$ cat src/rtl/affine_transform_pipe.sv
// -----------------------------------------------------------------------------
// affine_transform_pipe
//
// Purpose:
//   Multi-lane, elastic, pipelined version of the S-box affine stage. Every
//   beat carries LANES independent bytes and a 2-bit mode that selects one of
//   four transforms: forward affine (encrypt), inverse affine (decrypt),
//   pass-through, or zero. The transform is computed combinationally on the
//   input and captured in stage 0. Later stages only carry the beat forward.
//   Both sides use a valid/ready handshake. The ready chain is combinational,
//   so a full pipeline still moves one beat per cycle with no bubbles.
//
// Parameters:
//   LANES  - byte lanes per beat (1..16)
//   STAGES - register stages from input to output (1..4)
//
// Ports:
//   clk        in   rising-edge clock
//   reset      in   asynchronous, active-high reset
//   in_valid   in   input beat present
//   in_ready   out  input beat is accepted this cycle
//   in_mode    in   00 forward, 01 inverse, 10 pass-through, 11 zero
//   in_data    in   lane k occupies bits [8k+7:8k]
//   out_valid  out  output beat present (last stage valid)
//   out_ready  in   downstream accepts the output beat
//   out_data   out  transformed lanes
//   out_mode   out  mode that travelled with the beat
//   out_parity out  (AFFINE_TRANSFORM_PIPE_PARITY_EN only) per-lane XOR parity
//   busy       out  at least one stage holds a valid beat
//
// Optional feature:
//   Define AFFINE_TRANSFORM_PIPE_PARITY_EN to add out_parity. Each bit is the
//   parity of one output lane. Parity is computed from the stage-0 result and
//   pipelined next to the data. When the macro is undefined, the port and its
//   registers are not built.
// -----------------------------------------------------------------------------
module affine_transform_pipe #(
  parameter int LANES  = 4,
  parameter int STAGES = 2
) (
  input  logic                 clk,
  input  logic                 reset,
  input  logic                 in_valid,
  output logic                 in_ready,
  input  logic [1:0]           in_mode,
  input  logic [8*LANES-1:0]   in_data,
  output logic                 out_valid,
  input  logic                 out_ready,
  output logic [8*LANES-1:0]   out_data,
  output logic [1:0]           out_mode,
`ifdef AFFINE_TRANSFORM_PIPE_PARITY_EN
  output logic [LANES-1:0]     out_parity,
`endif
  output logic                 busy
);

  typedef enum logic [1:0] {
    MODE_FWD  = 2'b00,
    MODE_INV  = 2'b01,
    MODE_PASS = 2'b10,
    MODE_ZERO = 2'b11
  } mode_e;

  // Single-byte transform. Bit indices wrap modulo 8, so every output bit is
  // an XOR of a rotated view of the input byte.
  function automatic logic [7:0] affineByte(input logic [7:0] b, input logic [1:0] mode);
    logic [7:0] r;
    r = '0;
    case (mode_e'(mode))
      MODE_FWD: begin
        for (int i = 0; i < 8; i++) begin
          r[i] = b[i] ^ b[(i + 4) % 8] ^ b[(i + 5) % 8] ^ b[(i + 6) % 8] ^ b[(i + 7) % 8];
        end
        r = r ^ 8'h63;
      end
      MODE_INV: begin
        for (int i = 0; i < 8; i++) begin
          r[i] = b[(i + 2) % 8] ^ b[(i + 5) % 8] ^ b[(i + 7) % 8];
        end
        r = r ^ 8'h05;
      end
      MODE_PASS: r = b;
      default:   r = 8'h00;
    endcase
    return r;
  endfunction

  // Pipeline state: one valid flag, one data word and one mode per stage.
  logic [STAGES-1:0]  valid_q, valid_d;
  logic [STAGES-1:0]  advance;
  logic [8*LANES-1:0] data_q [STAGES];
  logic [8*LANES-1:0] data_d [STAGES];
  logic [1:0]         mode_q [STAGES];
  logic [1:0]         mode_d [STAGES];
  logic [8*LANES-1:0] stage0Data;

`ifdef AFFINE_TRANSFORM_PIPE_PARITY_EN
  logic [LANES-1:0]   parity_q [STAGES];
  logic [LANES-1:0]   parity_d [STAGES];
  logic [LANES-1:0]   stage0Parity;
`endif

  // Transform all lanes of the incoming beat. Lanes never mix.
  always_comb begin
    stage0Data = '0;
    for (int k = 0; k < LANES; k++) begin
      stage0Data[8*k +: 8] = affineByte(in_data[8*k +: 8], in_mode);
    end
  end

`ifdef AFFINE_TRANSFORM_PIPE_PARITY_EN
  always_comb begin
    stage0Parity = '0;
    for (int k = 0; k < LANES; k++) begin
      stage0Parity[k] = ^stage0Data[8*k +: 8];
    end
  end
`endif

  // The advance chain runs from the output back to the input. A stage may
  // take a new beat when it is empty, or when the stage ahead of it advances
  // at the same time. A running variable carries the chain, so no signal
  // feeds back into itself.
  always_comb begin
    logic chainAdv;
    advance  = '0;
    chainAdv = ~valid_q[STAGES-1] | out_ready;
    advance[STAGES-1] = chainAdv;
    for (int s = STAGES - 2; s >= 0; s--) begin
      chainAdv   = ~valid_q[s] | chainAdv;
      advance[s] = chainAdv;
    end
  end

  // Next-state logic. A stage that advances takes the valid flag of the stage
  // behind it. Its payload registers load only when a real beat arrives, so
  // bubbles do not toggle the data path.
  always_comb begin
    valid_d = valid_q;
    data_d  = data_q;
    mode_d  = mode_q;
`ifdef AFFINE_TRANSFORM_PIPE_PARITY_EN
    parity_d = parity_q;
`endif
    if (advance[0]) begin
      valid_d[0] = in_valid;
      if (in_valid) begin
        data_d[0] = stage0Data;
        mode_d[0] = in_mode;
`ifdef AFFINE_TRANSFORM_PIPE_PARITY_EN
        parity_d[0] = stage0Parity;
`endif
      end
    end
    for (int s = 1; s < STAGES; s++) begin
      if (advance[s]) begin
        valid_d[s] = valid_q[s-1];
        if (valid_q[s-1]) begin
          data_d[s] = data_q[s-1];
          mode_d[s] = mode_q[s-1];
`ifdef AFFINE_TRANSFORM_PIPE_PARITY_EN
          parity_d[s] = parity_q[s-1];
`endif
        end
      end
    end
  end

  // Stage registers. Reset clears everything at once, which drops any beats
  // in flight and forces the outputs to zero.
  always_ff @(posedge clk or posedge reset) begin
    if (reset) begin
      valid_q <= '0;
      for (int s = 0; s < STAGES; s++) begin
        data_q[s] <= '0;
        mode_q[s] <= '0;
`ifdef AFFINE_TRANSFORM_PIPE_PARITY_EN
        parity_q[s] <= '0;
`endif
      end
    end else begin
      valid_q <= valid_d;
      data_q  <= data_d;
      mode_q  <= mode_d;
`ifdef AFFINE_TRANSFORM_PIPE_PARITY_EN
      parity_q <= parity_d;
`endif
    end
  end

  assign in_ready  = advance[0];
  assign out_valid = valid_q[STAGES-1];
  assign out_data  = data_q[STAGES-1];
  assign out_mode  = mode_q[STAGES-1];
  assign busy      = |valid_q;
`ifdef AFFINE_TRANSFORM_PIPE_PARITY_EN
  assign out_parity = parity_q[STAGES-1];
`endif

endmodule

$ cat config.mk
export PLATFORM = sky130hd
export DESIGN_NAME = affine_transform_pipe
export DESIGN_NICKNAME = d
export VERILOG_FILES = /design/src/rtl/affine_transform_pipe.sv
export SDC_FILE = /design/constraint.sdc
export NUM_CORES = 1
export LEC_CHECK = 0
export BUFFER_PORTS_ARGS = -buffer_cell sky130_fd_sc_hd__buf_2
export CORE_UTILIZATION = 55
export CTS_BUF_LIST = sky130_fd_sc_hd__clkbuf_8
export DETAILED_ROUTE_END_ITERATION = 8
export GPL_TIMING_DRIVEN = 1
export PLACE_DENSITY = 0.9
export SLEW_MARGIN = 20
export SYNTH_ARGS = -nofsm -noshare
export SYNTH_HDL_FRONTEND = slang
export SYNTH_SLANG_ARGS = --single-unit
$ cat constraint.sdc
create_clock -name clk -period 2.6 [get_ports clk]
set_clock_uncertainty 0.15 [all_clocks]
set_input_delay 0 -clock clk [delete_from_list [all_inputs] [get_ports clk]]
set_output_delay 0 -clock clk [all_outputs]
set_load 0.03 [all_outputs]
# Yosys cells after proc, flatten, opt, wreduce, memory -nomap -nowiden
# Cells that the tools add are included.
# word_totals
register_bits	70
in_bits	38
# classes
eq_ne	2
muxes	4
bitwise	188
n_reduce_logical	4
# ops
operator	count
1-bit XOR	176
8-bit case mux with 3 select lines	4
4-bit inverter	4
2-bit inverter	4
2-bit AND reduction	2
2-bit by 1-bit equality test with 1-bit output (second input constant)	1
2-bit equality test (second input constant)	1
2-bit logical NOT	1
1-bit inverter	2
1-bit bitwise OR	2
2-bit OR reduction	1

# Depth between registers and ports, before layout
# logic_depth
word_depth	6
ltp_mapped	6
mapped_depth_nobuf	4

# Least setup slack after synthesis
# Ideal clock, no wire load.
# synth_timing
path_kind	reg-to-reg
start	register valid_q[1]
end	register data_q[32] in the netlist's numbering
arrival_ns	1.757
required_ns	2.329
path_slack_ns	0.572
path_stages_with_launch	7
synth_period_minus_slack_ns	2.028
cell_sequence	dfrtp_1 nand3b_1 and2_1 clkbuf_1 clkbuf_1 o211ai_1 o22a_1
# synth_between
elab_chain_len	4
# synth_rtl
element	line	text
from (decl)	89	logic [STAGES-1:0] valid_q, valid_d;
from (signal assigned)	182	valid_q <= valid_d;
1-bit inverter	127	chainAdv = ~valid_q[STAGES-1] | out_ready;
1-bit bitwise OR	127	
1-bit bitwise OR	130	chainAdv = ~valid_q[s] | chainAdv;
named net in_ready	44	output logic in_ready,
2-bit AND reduction (no line)	n/a	
to (signal assigned)	183	data_q <= data_d;
to (decl)	91	logic [8*LANES-1:0] data_q [STAGES];
# The timed path passes the listed nets, and every way through them passes these cells.
# A chain may end at the register's enable or synchronous reset.

# Final worst setup path
# layout_timing
start	register valid_q[1]
end	register data_q[37] in the netlist's numbering
# layout_between
elab_chain_len	4
# layout_rtl
element	line
1-bit inverter	127
1-bit bitwise OR	127
1-bit bitwise OR	130
2-bit AND reduction (no line)	n/a
# No other way between the ends.

==> implementation parameters <==
Parameter                              Value

Critical path
  Sort of element at the start of the critical path ... flip-flop
  Class of the most critical setup path ... reg -> reg
  Critical path capture point type ... flip-flop
  Logic depth of the worst register-to-register path ... 6
  Critical Path RT ... 2.69 ns
  Capturing point of the worst reg2reg path ... data_q[37]
  Worst reg2reg path startpoint ... valid_q[1]
  Largest stage delay on the critical path ... 0.56 ns
  Reg-to-reg slack, setup ... approximately 0.30 ns
  CP max FO ... 9
  Ordered list of cells on the worst path ... nand3b_1 > nand2_1 > buf_4 > a221oi_1 > a21oi_1 > dlygate4sd3_1
  Worst endpoint data arrival time ... roughly 2.4 ns
  Crit path max-delay cell type ... sky130_fd_sc_hd__dlygate4sd3_1

Finish
  Share of post-route cells with drive strength above 1 ... 0.300
  Post-layout util ... 0.644
  Final cell area excluding filler cells ... 5340 sq um
  Number of nets in the layout ... between 500 and 600
  Most common library cell in the layout ignoring fill and taps ... sky130_fd_sc_hd__buf_2
  Most frequent cells in the layout ... 74 x sky130_fd_sc_hd__buf_2, 70 x sky130_fd_sc_hd__dfrtp_1, 61 x sky130_fd_sc_hd__xnor2_1
  Relative area change from synthesis to final layout ... 12.0%
  Number of antenna cells inserted ... 0

Min path
  Destination of the worst hold path ... data_q[39]
  Cell depth of the worst hold path ... 3
  Launch point of the worst hold path ... in_data[7]
  Worst hold-check path type ... in -> reg

Clock network
  Clock buffers created by TritonCTS ... 9
  CTS root buf ... sky130_fd_sc_hd__clkbuf_8
  Maximum clock insertion buffer count ... 2
  Clock tree from TritonCTS ... done
  Clock edge transition at the registers on the reported setup and hold paths ... 0.08 ns
  CTS-repair resized insts ... 0
  Clock Latency Late Sink ... 0.35 ns
  Sink Count ... 70
  Deepest level of the CTS H-tree ... 3

Yosys
  Sequential cell area fraction in the yosys report ... 0.367
  Multiplexer share of the synthesized area ... 0.0949
  Cell variety after synth ... 45
  Number of warning messages in the yosys log ... 0
  Post-Synthesis Net Count ... about 490
  Synthesis-stage register bit count ... 70
  Synthesized-area fraction occupied by adder cells ... 0
  Share of the synthesized area in the top cell type ... 0.367
  Top FF cell, synth ... sky130_fd_sc_hd__dfrtp_1
  Synth async-reset ratio ... 1.00
  Average cell area after synthesis ... ~11 sq um
  Cells after Synth ... 450
  Cell types occupying the most area after synthesis ... sky130_fd_sc_hd__dfrtp_1 37%, sky130_fd_sc_hd__xnor2_1 11%, sky130_fd_sc_hd__mux2_2 8.0%, sky130_fd_sc_hd__buf_4 5.5%, sky130_fd_sc_hd__xnor3_1 4.2%
  Netlist area before placement ... 4770 sq um
  Cell type with the largest total area after synthesis ... sky130_fd_sc_hd__dfrtp_1
  Largest family of logic cells by synthesized area ... XOR/XNOR gates
  Area fraction in compound gates after synthesis ... 0.115
  Number of synthesized flops with an enable pin ... 0
  Post-synthesis share of cell area spent on and, or, nand and nor gates ... 0.0747
  Xor/xnor cell area share of the yosys netlist ... 0.238

Power and ir drop
  Switch share ... 0.358
  Clock network fraction of design power ... 0.247
  Combinational Power Share ... 0.368
  Leakage power figure ... 2.36 nW
  Worst IR drop on VDD ... between 0.3 and 0.4 mV
  Int Pwr ... 2.48 mW
  Power per standard cell area ... 723 nW/um^2
  Overall power ... 3.86 mW
  Share of total power in sequential cells ... 0.385
  Net switching component of the power ... 1.38 mW

Timing
  Number of hold violations in the final report ... 0
  Count of final max-slew check failures ... 0
  Actual slew at the worst max-slew pin ... 0.814 ns
  Highest attainable clock frequency ... 434 MHz
  Max-slew headroom at the worst pin ... 0.457
  Minimum clock period after layout ... roughly 2.3 ns
  Share of the clock period used by the worst path after layout ... 0.886
  Worst hold-check slack ... between 0.02 and 0.03 ns
  Final setup TNS ... 0 ns
  RSZ-0062 raised after global routing ... false
  Number of endpoints failing setup at the final stage ... 0

Die
  Number of top-level design ports ... 75
  Overall die width ... around 95 um
  Row Count ... 33
  Area enclosed by the die boundary ... 9050 sq um
  Starting utilization of the core area ... 0.575
  Die Ht ... 95.1 um
  CORE AREA ... 8300 sq um

Routing
  Routed length on met3 ... 788 um
  Number of vias in the routed layout ... 3,399
  Remaining routing DRC violations ... 0
  Aggregate routed wire length ... 10,000 um
  Average via count per standard cell ... 5.67
  Amount of wire on met2 after detailed routing ... between 4000 and 5000 um
  Average wire per cell in the routed design ... 16.7 um
  Metal-1 WL ... between 4000 and 5000 um
  Highest routed layer ... met4
  DR pass1 iterations ... 6
  DRT iter0 DRCs ... 201
  Antenna viol nets, final ... 0

Global routing
  Number of global-route vias before repair ... 3,295
  Maximum number of pins on one net before global-route repair ... 71
  Number of antenna violations at the first check in global routing ... 0
  Global-route wire length before repair ... 16,400 um
  Remaining Overflow, GRT ... 0
  GRT Resource Usage Total ... 0.235

Place
  Gpl congestion ... 0.914
  Count of buffers inserted at the top-level ports ... 74
  Post-place instance area ... 4860 sq um
  Half-perimeter wire length after detailed placement ... about 7300 um

Flow run
  Number of max-cap violations ... 0

Run status
  Result of the run ... finished clean
[registers in the layout (all words and copies together), names as in the netlist]
| name | cells |
|---|---|
| out_data | 32 |
| data_q | 32 |
| mode_q | 2 |
| valid_q | 2 |
| out_mode | 2 |
[metrics by stage]
stage	instances	setup slack [ns]
after global placement	557	0.960
after detailed placement	557	0.872
final	599	0.297
after CTS	599	0.378
after global routing	599	0.228
after floorplan	450	0.572
[critical path: cells and delay by family (launching register included)]
kind	cells	cell delay, ns
buffers and inverters	2	0.83
and+or+nand+nor	2	0.44
AOI/OAI and AO/OA	2	0.35
DFF	1	0.41
[final cells by class]
type                       instances  area, sq um
clock buffer                       9          124
clock inverter                     7         97.6
fill                             622         2960
inverter                           4         15.0
multi-input combinational        292         2490
sequential                        70         1750
tap                              105          131
timing repair buffer             112          733
[cells by family after synthesis]
family,Yosys count
xor+xnor,99
buf+inv,88
simple gates,80
compound gates,72
flops,70
mux,41
[layer usage]
metal | vias to the layer above | global-route usage
li1 | 1593 | -
met1 | 1633 | 0.342
met2 | 159 | 0.347
met3 | 14 | 0.0574
met4 | 0 | 0.0707
met5 | - | 0
[how the worst max path moves through the flow]
stage	cells after the start	slack, ns	from	end
2_1_floorplan	6	0.57	valid_q[1]	data_q[32]
3_3_place_gp	5	0.96	valid_q[1]	data_q[40]
3_5_place_dp	5	0.87	valid_q[1]	data_q[34]
4_1_cts	6	0.38	valid_q[1]	data_q[37]
5_1_grt	6	0.23	valid_q[1]	data_q[37]
6_report	6	0.30	valid_q[1]	data_q[37]
[synthesized netlist by cell type (all sizes together) (8+ instances only)]
library cell,count
a21oi,8
nand2,32
o21ai,11
nor2,24
a31oi,8
xor2,18
a221oi,8
clkbuf,17
xnor3,9
xnor2,67
mux2,34
buf,67
dfrtp,70
[repair_timing]
| item | 4_1_cts | 5_1_grt |
|---|---|---|
| hold endpoints to repair | 94 | 0 |
| buffers inserted | 0 | 0 |
| hold buffers | 26 | 0 |
[power groups by stage]
stage	logic (mW)	clock network (mW)	registers, mW
after floorplan	1.29	0	1.45
after global placement	1.33	0	1.50
after detailed placement	1.37	0	1.51
after CTS	1.42	0.975	1.49
after global routing	1.52	1.01	1.52
final	1.42	0.955	1.49
Note: power is estimated with default switching activity, not from simulation.
